<file path="src/rtl/rr_arbiter4.sv">
// -----------------------------------------------------------------------------
// rr_arbiter4
//
// Four-requester round-robin arbiter. One shared resource is handed to one
// requester at a time. The winner is chosen by scanning the request vector
// starting just after the most recent owner. The 2-bit winner index is decoded
// to a one-hot grant. The owner keeps the grant until it pulses done, drops
// its request, or has held the grant for MAX_HOLD cycles. Every release is
// followed by one idle turnaround cycle before the next grant.
//
// Parameters
//   MAX_HOLD    maximum consecutive grant cycles per owner (0 = no timeout)
//   CNT_W       hold counter width, 2**CNT_W >= MAX_HOLD
//
// Ports
//   clk         system clock, rising edge
//   rst         synchronous active-high reset
//   req[3:0]    request vector, req[i] high while requester i wants the bus
//   done        owner release pulse, only looked at while a grant is held
//   grant[3:0]  registered one-hot grant, zero when nobody owns the resource
//   grant_idx   registered index of the current or most recent owner
//   grant_valid high whenever grant is non-zero
//   timeout     one-cycle pulse when a grant is revoked purely by hold expiry
// -----------------------------------------------------------------------------
module rr_arbiter4 #(
    parameter int MAX_HOLD = 8,
    parameter int CNT_W    = 4
) (
    input  logic       clk,
    input  logic       rst,
    input  logic [3:0] req,
    input  logic       done,
    output logic [3:0] grant,
    output logic [1:0] grant_idx,
    output logic       grant_valid,
    output logic       timeout
);

    typedef enum logic {
        IDLE  = 1'b0,
        GRANT = 1'b1
    } state_t;

    state_t           state_reg;
    logic [3:0]       grant_reg;
    logic [1:0]       grant_idx_reg;
    logic [1:0]       last_idx_reg;
    logic             grant_valid_reg;
    logic             timeout_reg;
    logic [CNT_W-1:0] cnt_reg;

    // -------------------------------------------------------------------------
    // Rotating priority scan. Candidate gi is the requester gi+1 positions
    // after the last owner; the 2-bit add wraps naturally modulo 4, so
    // candidate 3 is the last owner itself (lowest priority).
    // -------------------------------------------------------------------------
    logic [1:0] cand_idx [4];
    logic [3:0] cand_hit;

    generate
        for (genvar gi = 0; gi < 4; gi++) begin : g_cand
            assign cand_idx[gi] = last_idx_reg + 2'(gi + 1);
            assign cand_hit[gi] = req[cand_idx[gi]];
        end
    endgenerate

    // Lowest-numbered hit candidate wins; iterate from the weakest candidate
    // upward so the strongest hit overwrites last.
    logic [1:0] win_idx;

    always_comb begin
        win_idx = cand_idx[3];
        for (int k = 3; k >= 0; k--) begin
            if (cand_hit[k]) begin
                win_idx = cand_idx[k];
            end
        end
    end

    // 2-to-4 decoder for the winner index.
    logic [3:0] win_onehot;

    generate
        for (genvar gi = 0; gi < 4; gi++) begin : g_dec
            assign win_onehot[gi] = (win_idx == 2'(gi));
        end
    endgenerate

    // -------------------------------------------------------------------------
    // Release conditions while a grant is held.
    // -------------------------------------------------------------------------
    logic owner_req;
    logic hold_expired;
    logic release_now;
    logic expiry_only;

    assign owner_req = req[grant_idx_reg];

    generate
        if (MAX_HOLD != 0) begin : g_hold_limit
            // Counter starts at 0 on the grant edge, so reaching MAX_HOLD-1
            // means the grant has been visible for MAX_HOLD cycles.
            localparam logic [CNT_W-1:0] HOLD_LAST = CNT_W'(MAX_HOLD - 1);
            assign hold_expired = (cnt_reg == HOLD_LAST);
        end else begin : g_no_hold_limit
            assign hold_expired = 1'b0;
        end
    endgenerate

    assign release_now = done | ~owner_req | hold_expired;
    // Timeout is only reported when expiry alone forced the release.
    assign expiry_only = hold_expired & ~done & owner_req;

    // -------------------------------------------------------------------------
    // Controller: single registered FSM, all outputs come straight from flops.
    // -------------------------------------------------------------------------
    always_ff @(posedge clk) begin
        if (rst) begin
            state_reg       <= IDLE;
            grant_reg       <= 4'b0000;
            grant_idx_reg   <= 2'd0;
            grant_valid_reg <= 1'b0;
            timeout_reg     <= 1'b0;
            cnt_reg         <= '0;
            last_idx_reg    <= 2'd3;   // requester 0 scans first after reset
        end else begin
            timeout_reg <= 1'b0;
            case (state_reg)
                IDLE: begin
                    if (req != 4'b0000) begin
                        state_reg       <= GRANT;
                        grant_idx_reg   <= win_idx;
                        grant_reg       <= win_onehot;
                        grant_valid_reg <= 1'b1;
                        cnt_reg         <= '0;
                    end
                end
                GRANT: begin
                    if (release_now) begin
                        state_reg       <= IDLE;
                        grant_reg       <= 4'b0000;
                        grant_valid_reg <= 1'b0;
                        last_idx_reg    <= grant_idx_reg;
                        timeout_reg     <= expiry_only;
                    end else if (cnt_reg != '1) begin
                        cnt_reg <= cnt_reg + CNT_W'(1);
                    end
                end
                default: begin
                    state_reg       <= IDLE;
                    grant_reg       <= 4'b0000;
                    grant_valid_reg <= 1'b0;
                end
            endcase
        end
    end

    assign grant       = grant_reg;
    assign grant_idx   = grant_idx_reg;
    assign grant_valid = grant_valid_reg;
    assign timeout     = timeout_reg;

endmodule

</file>
<file path="config.mk">
export PLATFORM = sky130hd
export DESIGN_NAME = rr_arbiter4
export DESIGN_NICKNAME = d
export VERILOG_FILES = /design/src/rtl/rr_arbiter4.sv
export SDC_FILE = /design/constraint.sdc
export NUM_CORES = 1
export LEC_CHECK = 0
export BUFFER_PORTS_ARGS = -buffer_cell sky130_fd_sc_hd__buf_4
export CORE_MARGIN = 3
export CORE_UTILIZATION = 40
export DETAILED_ROUTE_END_ITERATION = 16
export MAX_ROUTING_LAYER = met4
export PLACE_DENSITY = 0.73
export SLEW_MARGIN = 15
export SYNTH_ARGS = -nofsm -noshare
export SYNTH_HDL_FRONTEND = slang
export SYNTH_SLANG_ARGS = --single-unit
</file>
<file path="constraint.sdc">
create_clock -name clk -period 1.9 [get_ports clk]
set_input_delay 0 -clock clk [delete_from_list [all_inputs] [get_ports clk]]
set_output_delay 0 -clock clk [all_outputs]
set_load 0.02 [all_outputs]
</file>
Word-level counts from Yosys, hierarchy flattened
Index checks and enable logic that the tools add are counted.
{"block": "classes", "n_addsub": 4, "magnitude_cmp": 4, "eq_ne": 9, "n_mux": 24, "n_bitwise": 8, "n_reduce_logical": 7}
{"cell": "4-bit 2-to-1 mux", "n": 5}
{"cell": "4-bit one-hot mux with 2 select lines", "n": 2}
{"cell": "2-bit by 3-bit < comparator with 1-bit output, second input constant", "n": 4}
{"cell": "1-bit binary-select mux with 2-bit select", "n": 4}
{"cell": "1-bit 2-to-1 mux", "n": 8}
{"cell": "2-bit 2-to-1 mux", "n": 3}
{"cell": "2-bit AND reduction", "n": 3}
{"cell": "2-bit adder, second input constant", "n": 2}
{"cell": "4-bit by 1-bit adder with 4-bit output, second input constant", "n": 1}
{"cell": "2-bit equality test, second input constant", "n": 2}
{"cell": "4-bit by 3-bit equality test with 1-bit output, second input constant", "n": 1}
{"cell": "2-bit by 1-bit inequality test with 1-bit output, second input constant", "n": 2}
{"cell": "2-bit inequality test, second input constant", "n": 2}
{"cell": "4-bit inequality test, second input constant", "n": 1}
{"cell": "1-bit inverter", "n": 4}
{"cell": "1-bit one-hot mux with 2 select lines", "n": 2}
{"cell": "4-bit nonzero test", "n": 1}
{"cell": "3-bit AND reduction", "n": 1}
{"cell": "3-bit OR reduction", "n": 1}
{"cell": "2-bit by 1-bit adder with 2-bit output, second input constant", "n": 1}
{"cell": "1-bit bitwise AND", "n": 2}
{"cell": "2-bit by 1-bit equality test with 1-bit output, second input constant", "n": 1}
{"cell": "2-bit zero test", "n": 1}
{"cell": "1-bit OR", "n": 2}
{"block": "word_totals", "ff_bits": 15, "input_bits": 7, "output_inout_bits": 8, "elab_cells": 63}

Longest topological paths before layout
Gate-level depths: netlist of run 1.
{"block": "logic_depth", "word_depth": 9, "ltp_mapped": 5, "ltp_nobuf": 5}

Least setup slack after synthesis of run 1
OpenSTA, ideal clock, no wires.
{"block": "synth_timing", "path_type": "register to register", "from": "reg grant_idx_reg[0] (netlist: grant_idx[0])", "to": "reg cnt_reg[0]", "setup_time_ns": 0.121, "t_arrival_ns": 1.326, "required_ns": 1.779, "path_slack_ns": 0.454, "path_stages_with_launch": 5, "path_buffers": 0, "synth_period_minus_slack_ns": 1.446, "path_cell_list": "dfxtp_1 mux2i_1 o22ai_2 nand3_1 mux2_2"}
{"block": "synth_between", "elab_chain_cells": 7}
{"item": "start, declared", "line_no": "46", "rtl": "logic [1:0] grant_idx_reg;"}
{"item": "start signal, assigned", "line_no": "132", "rtl": "grant_idx_reg <= win_idx;"}
{"item": "1-bit binary-select mux with 2-bit select", "line_no": "97", "rtl": "assign owner_req = req[grant_idx_reg];"}
{"item": "1-bit 2-to-1 mux (implied by the code)", "line_no": "97"}
{"item": "1-bit inverter", "line_no": "110", "rtl": "assign release_now = done | ~owner_req | hold_expired;"}
{"item": "1-bit OR (2 in series)", "line_no": "110"}
{"item": "2-bit inequality test (no source line)"}
{"item": "3-bit AND reduction (no source line)"}
{"item": "end signal, assigned", "line_no": "146", "rtl": "cnt_reg <= cnt_reg + CNT_W'(1);"}
{"item": "end, declared", "line_no": "50", "rtl": "logic [CNT_W-1:0] cnt_reg;"}
No other way between the ends. The select of a mux whose other input is x is not followed.
A chain may end at the register's enable or synchronous reset.

Worst setup path after layout of run 1
{"block": "layout_timing", "from": "reg cnt_reg[0]", "to": "reg last_idx_reg[1]"}
{"block": "layout_between", "elab_chain_cells": 3}
{"item": "4-bit by 3-bit equality test with 1-bit output", "line_no": "104", "rtl": "assign hold_expired = (cnt_reg == HOLD_LAST);"}
{"item": "1-bit OR", "line_no": "110"}
{"item": "2-bit AND reduction (no source line)"}
{"item": "end signal, assigned", "line_no": "143", "rtl": "last_idx_reg <= grant_idx_reg;"}
{"item": "end, declared", "line_no": "47", "rtl": "logic [1:0] last_idx_reg;"}
No other way between the ends.

==> results of run 1 <==
## synth_stat cells, drive strengths merged, types with 2 or more instances
master	number	share of area, %
dfxtp	15	39
nor2	9	4.4
mux2i	6	7.9
nand3b	6	5.9
nand2b	5	4.1
nor3	4	2.6
o32ai	4	4.6
a21oi	3	2.0
clkbuf	3	2.1
nand2	3	1.5
or2	3	2.5
nand3	2	1.3
o21ai	2	1.3
or3	2	1.6
## where the power goes
group          internal, mW  switching, mW
combinational        0.0832         0.0942
sequential            0.341         0.0294
clock                0.0782          0.103
total                 0.502          0.227
## final timing paths
kind                                              start                           end  cells past startpoint
worst min register to register  cnt_reg[3]$_SDFFE_PP0P_       cnt_reg[3]$_SDFFE_PP0P_                      2
worst max register to register  cnt_reg[0]$_SDFFE_PP0P_  last_idx_reg[1]$_SDFFE_PP1P_                      5
worst min-delay path                                rst     grant_idx[0]$_SDFFE_PP0P_                      2
worst max-delay path            cnt_reg[0]$_SDFFE_PP0P_  last_idx_reg[1]$_SDFFE_PP1P_                      5
## cell usage in the layout (no fill, tap or decap), types with 2 or more instances in the layout
master / n
nand3b_1: 6
nand3_1: 2
buf_4: 15
dfxtp_1: 15
a21oi_1: 3
nand2b_1: 5
o32ai_1: 4
mux2i_1: 6
o21ai_0: 2
or3_1: 2
clkbuf_4: 3
or2_2: 3
nand2_1: 3
nor3_1: 4
nor2_1: 9
## critical path, cell delays in order (launching register included)
cell and delay, ns:
dfxtp_1 0.37, ha_1 0.20, nand2_1 0.07, or2_2 0.29, a21boi_2 0.36, mux2i_1 0.22
## routing by layer
layer / part of all wire (%) / GRT usage, % / vias to the layer above
li1: - / - / 338
met1: 51 / 19.1 / 308
met2: 44 / 20.3 / 11
met3: 4.4 / 4.53 / 2
met4: 0.71 / 4.15 / 0
met5: 0 / - / -
## logic make-up after synthesis
family	count (synthesis)	share of synthesized area (%)
compound gates	16	16.5
simple gates	39	30.6
mux	7	9.33
buf+inv	4	2.62
flops	15	39.3
fa+ha+maj	1	1.64
## cell type report
class | count | area (sq um) | share of cell area, %
Clock buffer | 3 | 22.5 | 2.45
Clock inverter | 1 | 5.00 | 0.544
Sequential cell | 15 | 300 | 32.7
Timing Repair Buffer | 15 | 113 | 12.2
Tap cell | 25 | 31.3 | 3.40
Multi-Input combinational cell | 63 | 444 | 48.3
Inverter | 1 | 3.75 | 0.408
==> flow_summary.json, run 1 <==
{
  "status": "completed",
  "cts.sinks": 15,
  "max_freq_mhz": 627,
  "cts-resized-gates": 0,
  "die_h_um": 49.7,
  "required_ns": 2.11,
  "portBuffers": 14,
  "drive_gt1_share_pct": 28.6,
  "rsz0062_at_grt": "no",
  "holdWs_ns": 0.0335,
  "hpwl_um": 1170,
  "worstPathArrival_ns": 1.81,
  "avgSynthCellArea_sq_um": 9.32,
  "layout_setup_ws_ns": 0.306,
  "syn2layout_area_growth_pct": 20.3,
  "place_area_sq_um": 892,
  "ys_ff_latch": 15,
  "hold_class": "in -> reg",
  "core_area_sq_mm": 0.00176,
  "synth_nets": 90,
  "dieArea_sq_mm": 0.00247,
  "power_leakage_nw": 0.381,
  "drv_slew": 0,
  "grt_pass1_vias": 586,
  "worstMarginPinSlew_ns": 0.544,
  "worst-setup-path-type": "reg -> reg",
  "yosysWarnings": 0,
  "ir_drop_mv": 0.579,
  "drc_errors": 0,
  "fin_crit_sh_pct": 83.9,
  "pre_cts_slack_ns": 0.330,
  "antenna_cells": 0,
  "wirelength_um": 1550,
  "clk_pin_slew_worst_paths_ns": 0.10,
  "final_nets": 107,
  "cts_setup_buffers": 0,
  "drv_cap": 0,
  "rrSetupSlack_ns": 0.31,
  "drt-vias-per-instance": 5.36,
  "pin_count": 15,
  "setup_violations": 0,
  "synthFlopType": "dfxtp_1",
  "die_w_um": 49.7,
  "grt_max_degree": 25,
  "ctsHoldBuffers": 0,
  "dp.cells": 119,
  "postLayoutCoreUtil_pct": 52.1,
  "netlist_area_sq_um": 764,
  "syn_inst": 82,
  "hold_viol": 0,
  "seq_area_frac_synth_pct": 39.3,
  "synth_edf_count": 0,
  "cp-end-kind": "flop",
  "async_flop_share_pct": 0,
  "num_rows": 15,
  "root_buffer": "clkbuf_4",
  "clk_path_buf_depth": 2,
  "floorplan.initialDensity_pct": 43.3,
  "cts_tree": "done",
  "cp_max_fo": 8,
  "drt_first_iter_violations": 6,
  "period_minus_slack_ns": 1.59,
  "fin_setup_tns_ns": 0,
  "grt_usage_pct": 14.2,
  "cts_htree_levels": 1,
  "post_layout_nonfiller_instances": 123,
  "finalPower_mw": 0.729,
  "antenna_found_initial": 0,
  "ys_types": 31,
  "numCtsBuffers": 3,
  "wl_per_cell_um": 12.6,
  "p_per_area_mw_per_mm2": 792,
  "drt_first_pass_iters": 4,
  "fin_skew_ns": 0.0125,
  "grt_overflow": 0,
  "gp_congestion": 0.784,
  "critPathLaunchType": "flop",
  "grt_pass1_wl_um": 2660,
  "clk-insertion-delay-late_ns": 0.29,
  "final_area_sq_um": 920,
  "fillers": 183,
  "ant_nets": 0,
  "max_slew_margin_pct": 63.7,
  "vias": 659
}
Note: power is estimated with default switching activity, not from simulation.
==> run 2: changes to the inputs <==
==> constraint.sdc (replaced) <==
create_clock -name clk -period 1.5 [get_ports clk]
set_input_delay 0 -clock clk [delete_from_list [all_inputs] [get_ports clk]]
set_output_delay 0 -clock clk [all_outputs]
set_load 0.02 [all_outputs]
==> run 2 against run 1 <==
Net effect: first-iteration DRC count grew to 3.0 times the previous value; critical endpoint is now last_idx_reg[0]$_SDFFE_PP1P_; non-clock buffer count grew 6; sequential share of layout area fell by 2.2 points.
==> flow_summary.json, run 2 (synthesis results as in run 1) <==
{
  "status": "completed",
  "root_buffer": "clkbuf_4",
  "required_ns": 1.71,
  "clk_path_buf_depth": 2,
  "drive_gt1_share_pct": 36.5,
  "antenna_cells": 0,
  "fin_setup_tns_ns": 0,
  "worstMarginPinSlew_ns": 0.347,
  "clkPwrFrac_pct": 24.0,
  "drt-vias-per-instance": 5.35,
  "rsz0062_at_grt": "no",
  "grt_pass1_vias": 588,
  "drc_errors": 0,
  "hold_viol": 0,
  "wl_per_cell_um": 12.6,
  "drv_cap": 0,
  "max_freq_mhz": 704,
  "final_nets": 113,
  "vias": 690,
  "clk-insertion-delay-late_ns": 0.28,
  "crit_chain": "ha_4 -> nand2_1 -> or2_2 -> a21boi_2 -> buf_6 -> mux2i_1",
  "grt_max_degree": 25,
  "floorplan.initialDensity_pct": 43.3,
  "rrSetupSlack_ns": 0.08,
  "die_w_um": 49.7,
  "layout_common_cells": "buf_4 (20), dfxtp_1 (13), nor2_1 (9), mux2i_1 (6), nand3b_1 (6)",
  "drt_first_pass_iters": 4,
  "cts_tree": "done",
  "drv_slew": 0,
  "p_per_area_mw_per_mm2": 968,
  "power.share.combinational_pct": 28.0,
  "antenna_found_initial": 0,
  "clk_pin_slew_worst_paths_ns": 0.09,
  "setup_violations": 0,
  "gp_congestion": 0.833,
  "postLayoutCoreUtil_pct": 56.3,
  "crit_slowest_cell": "dfxtp_2",
  "multiInputGateArea_sq_um": 468,
  "ant_nets": 0,
  "core_area_sq_mm": 0.00176,
  "syn2layout_area_growth_pct": 30.0,
  "period_minus_slack_ns": 1.42,
  "max_slew_margin_pct": 76.6,
  "cts.sinks": 15,
  "grt_overflow": 0,
  "pin_count": 15,
  "worstPathArrival_ns": 1.63,
  "ir_drop_mv": 0.513,
  "slowest_delay_ns": 0.37,
  "cts_htree_levels": 1,
  "cp-end-kind": "flop",
  "dieArea_sq_mm": 0.00247,
  "swShare_pct": 30.6,
  "worst-setup-path-type": "reg -> reg",
  "critPathLaunchType": "flop",
  "hold_class": "in -> reg",
  "fin_skew_ns": 0.00941,
  "p_seq_share_pct": 48.1,
  "ctsHoldBuffers": 0,
  "numCtsBuffers": 3,
  "num_rows": 15,
  "portBuffers": 14,
  "die_h_um": 49.7,
  "p_sw_mw": 0.294,
  "fin_crit_sh_pct": 94.7,
  "cp_max_fo": 8,
  "fillers": 157,
  "p_int_mw": 0.668,
  "drt_first_iter_violations": 18,
  "grt_usage_pct": 14.3,
  "final_common_cell": "buf_4",
  "grt_pass1_wl_um": 2620,
  "seq_area_sq_um": 303,
  "power_leakage_nw": 0.408,
  "wirelength_um": 1630
}
[run 2: per-layer routing]
metal	up-vias	track usage (%)	part of all wire, %
met4	0	6.91	3.1
met2	23	20.5	45
li1	348	-	-
met1	313	18.7	48
met5	-	-	0
met3	6	3.63	3.6
[run 2: through the flow]
stage          std cells  hold WS (ns)  setup slack [ns]  total power, mW  area (sq um)
2_1_floorplan         82         0.179            0.0537            0.619           764
3_3_place_gp         125         0.331            0.0943            0.723           937
3_5_place_dp         125         0.336            0.0375            0.725           937
4_1_cts              129        0.0327            0.0203            0.958           963
5_1_grt              129        0.0487            0.0121             1.02           993
6_report             129        0.0466            0.0790            0.961           993
[run 2: path summary, 6_finish.rpt]
path | start | end | cells after the start
worst max register to register | cnt_reg[0]$_SDFFE_PP0P_ | last_idx_reg[0]$_SDFFE_PP1P_ | 6
worst min register to register | cnt_reg[3]$_SDFFE_PP0P_ | cnt_reg[3]$_SDFFE_PP0P_ | 2
worst max-delay path | cnt_reg[0]$_SDFFE_PP0P_ | last_idx_reg[0]$_SDFFE_PP1P_ | 6
worst min-delay path | rst | grant_idx[0]$_SDFFE_PP0P_ | 2
[run 2: worst max-delay path, delay by kind of cell, from the launching register on]
kind | cells | cell delay, ns
simple gates | 2 | 0.36
compound gates | 1 | 0.16
flops | 1 | 0.37
fa+ha+maj | 1 | 0.14
buf+inv | 1 | 0.15
mux | 1 | 0.17
[run 2: cell type report]
class / count / area share, %
multi-input cells: 63 / 47.1
flip-flops and latches: 15 / 30.5
repair buffers: 21 / 16.2
well taps: 25 / 3.15
clock buffers: 4 / 2.64
inverters: 1 / 0.378
[run 2: timing repair]
action | CTS | global route
endpoints found under the setup margin | 0 | 6
gates resized for setup | 0 | 7
setup buffers | 0 | 0
[run 2: power groups by stage]
| stage | clock network [mW] | registers, mW | logic, mW |
|---|---|---|---|
| floorplan | 0 | 0.494 | 0.125 |
| global placement | 0 | 0.467 | 0.256 |
| detailed placement | 0 | 0.468 | 0.257 |
| CTS | 0.240 | 0.460 | 0.258 |
| global route | 0.264 | 0.467 | 0.289 |
| finish | 0.230 | 0.462 | 0.269 |
==> run 3: changes to the inputs <==
--- a/config.mk
+++ b/config.mk
@@ -7,10 +7,10 @@
 export LEC_CHECK = 0
 export BUFFER_PORTS_ARGS = -buffer_cell sky130_fd_sc_hd__buf_4
 export CORE_MARGIN = 3
-export CORE_UTILIZATION = 40
+export CORE_UTILIZATION = 55
 export DETAILED_ROUTE_END_ITERATION = 16
 export MAX_ROUTING_LAYER = met4
-export PLACE_DENSITY = 0.73
+export PLACE_DENSITY = 0.92
 export SLEW_MARGIN = 15
 export SYNTH_ARGS = -nofsm -noshare
 export SYNTH_HDL_FRONTEND = slang
==> constraint.sdc (replaced) <==
create_clock -name clk -period 1.67 [get_ports clk]
set_input_delay 0 -clock clk [delete_from_list [all_inputs] [get_ports clk]]
set_output_delay 0 -clock clk [all_outputs]
set_load 0.02 [all_outputs]
==> run 3 against run 2 <==
Net effect: clock skew is 0.0050 ns lower; cell count is 12% lower; utilization is 20 points higher; worst setup slack better by 0.063 ns; largest power group unchanged; wire length is 0.86% higher; critical path type unchanged; highest routed layer unchanged.
==> flow_summary.json, run 3 (synthesis results as in run 1) <==
{
  "pre_cts_slack_ns": 0.0973,
  "max_slew_margin_pct": 68.5,
  "fin_skew_ns": 0.00445,
  "cts_tree": "done",
  "max_freq_mhz": 655,
  "die_h_um": 43.3,
  "ir_drop_mv": 0.616,
  "ctsHoldBuffers": 0,
  "fin_setup_tns_ns": 0,
  "gp_congestion": 0.821,
  "wl_per_cell_um": 14.5,
  "drive_gt1_share_pct": 28.3,
  "hpwl_um": 1200,
  "critPathLaunchType": "flop",
  "finalPower_mw": 0.840,
  "layout_setup_ws_ns": 0.142,
  "vias": 682,
  "p_seq_share_pct": 49.5,
  "hold_path_depth": 2,
  "drt_first_iter_violations": 6,
  "die_w_um": 43.3,
  "clk-insertion-delay-late_ns": 0.28,
  "root_buffer": "clkbuf_4",
  "num_rows": 12,
  "p_per_area_mw_per_mm2": 913,
  "postLayoutCoreUtil_pct": 76.6,
  "grt_pass1_vias": 660,
  "clk_path_buf_depth": 2,
  "cts.sinks": 15,
  "wirelength_um": 1640,
  "grt_pass1_wl_um": 2810,
  "grt_usage_pct": 20.2,
  "p_sw_mw": 0.259,
  "period_minus_slack_ns": 1.53,
  "fin_crit_sh_pct": 91.5,
  "worstPathArrival_ns": 1.70,
  "reg2reg_from": "grant_idx[1]$_SDFFE_PP0P_",
  "startpoint": "grant_idx[1]$_SDFFE_PP0P_",
  "antenna_found_initial": 0,
  "p_int_mw": 0.580,
  "holdCritStartpoint": "rst",
  "numCtsBuffers": 3,
  "reg2reg_depth": 4,
  "hold_viol": 0,
  "worstMarginPinSlew_ns": 0.473,
  "drv_slew": 0,
  "grt_max_degree": 25,
  "cp_max_fo": 5,
  "clkPwrFrac_pct": 24.7,
  "cp-end-kind": "flop",
  "setup_violations": 0,
  "drt-vias-per-instance": 6.04,
  "layout_common_cells": "buf_4 (16), dfxtp_1 (15), nor2_1 (9), mux2i_1 (6), nand3b_1 (6)",
  "dieArea_sq_mm": 0.00187,
  "drt_first_pass_iters": 4,
  "power_leakage_nw": 0.387,
  "worst-setup-path-type": "reg -> reg",
  "drc_errors": 0,
  "hold_class": "in -> reg",
  "final_nets": 108,
  "core_area_sq_mm": 0.00120,
  "floorplan.initialDensity_pct": 63.6,
  "clk_pin_slew_worst_paths_ns": 0.09,
  "status": "completed",
  "pin_count": 15,
  "grt_overflow": 0,
  "fillers": 94,
  "cts_htree_levels": 1,
  "swShare_pct": 30.9,
  "rsz0062_at_grt": "no",
  "syn2layout_area_growth_pct": 20.3,
  "required_ns": 1.85,
  "drv_cap": 0,
  "portBuffers": 14,
  "final_common_cell": "buf_4",
  "power.share.combinational_pct": 25.7,
  "antenna_cells": 0,
  "ant_nets": 0
}
[run 3: cell count changes in the layout (fill, tap and decap cells not counted)]
cell,delta
a21oi_2,-1
a21boi_4,+1
ha_1,+1
o32ai_2,-1
dfxtp_1,+2
buf_6,-1
buf_4,-4
ha_4,-1
a21boi_2,-1
o32ai_1,+1
a21oi_1,+1
dfxtp_2,-2
[run 3: area by class of cell]
| class | count | area, sq um | area share (%) |
|---|---|---|---|
| multi-input cells | 63 | 452 | 49.1 |
| flip-flops and latches | 15 | 300 | 32.7 |
| repair buffers | 16 | 120 | 13.1 |
| clock buffers | 4 | 26.3 | 2.86 |
| well taps | 14 | 17.5 | 1.90 |
| inverters | 1 | 3.75 | 0.408 |
[run 3: path summary, 6_finish.rpt]
| path | to | slack [ns] |
|---|---|---|
| worst max-delay path | cnt_reg[0]$_SDFFE_PP0P_ | 0.14 |
| worst max register to register | cnt_reg[0]$_SDFFE_PP0P_ | 0.14 |
| worst min-delay path | grant_idx[1]$_SDFFE_PP0P_ | 0.03 |
| worst min register to register | cnt_reg[3]$_SDFFE_PP0P_ | 0.51 |
[run 3: power groups by stage]
stage | registers, mW | logic (mW) | clock network, mW
2_1_floorplan | 0.444 | 0.112 | 0
3_3_place_gp | 0.421 | 0.207 | 0
3_5_place_dp | 0.424 | 0.212 | 0
4_1_cts | 0.416 | 0.214 | 0.210
5_1_grt | 0.421 | 0.235 | 0.227
6_report | 0.416 | 0.216 | 0.208
[run 3: worst max-delay path: stages, from the launching register on]
cell and delay [ns]:
dfxtp_1 0.36, or2_2 0.31, o22ai_2 0.26, nand3_1 0.19
mux2_2 0.30
[run 3: what timing repair did]
item / CTS / global route
endpoints found under the setup margin: 0 / 5
setup buffers: 0 / 0
gates resized for setup: 0 / 1
[run 3: stage by stage]
step	cell area, sq um	hold slack, ns	cells
after CTS	912	0.0210	113
final	920	0.0266	113
after global routing	920	0.0513	113
after floorplan	764	0.179	82
after global placement	886	0.322	109
after detailed placement	886	0.325	109
[run 3: routing by layer]
layer	vias up	GRT usage [%]	part of all wire (%)
li1	340	-	-
met1	325	25.0	47
met2	13	32.4	48
met3	4	2.54	3.7
met4	0	9.04	1.5
met5	-	-	0
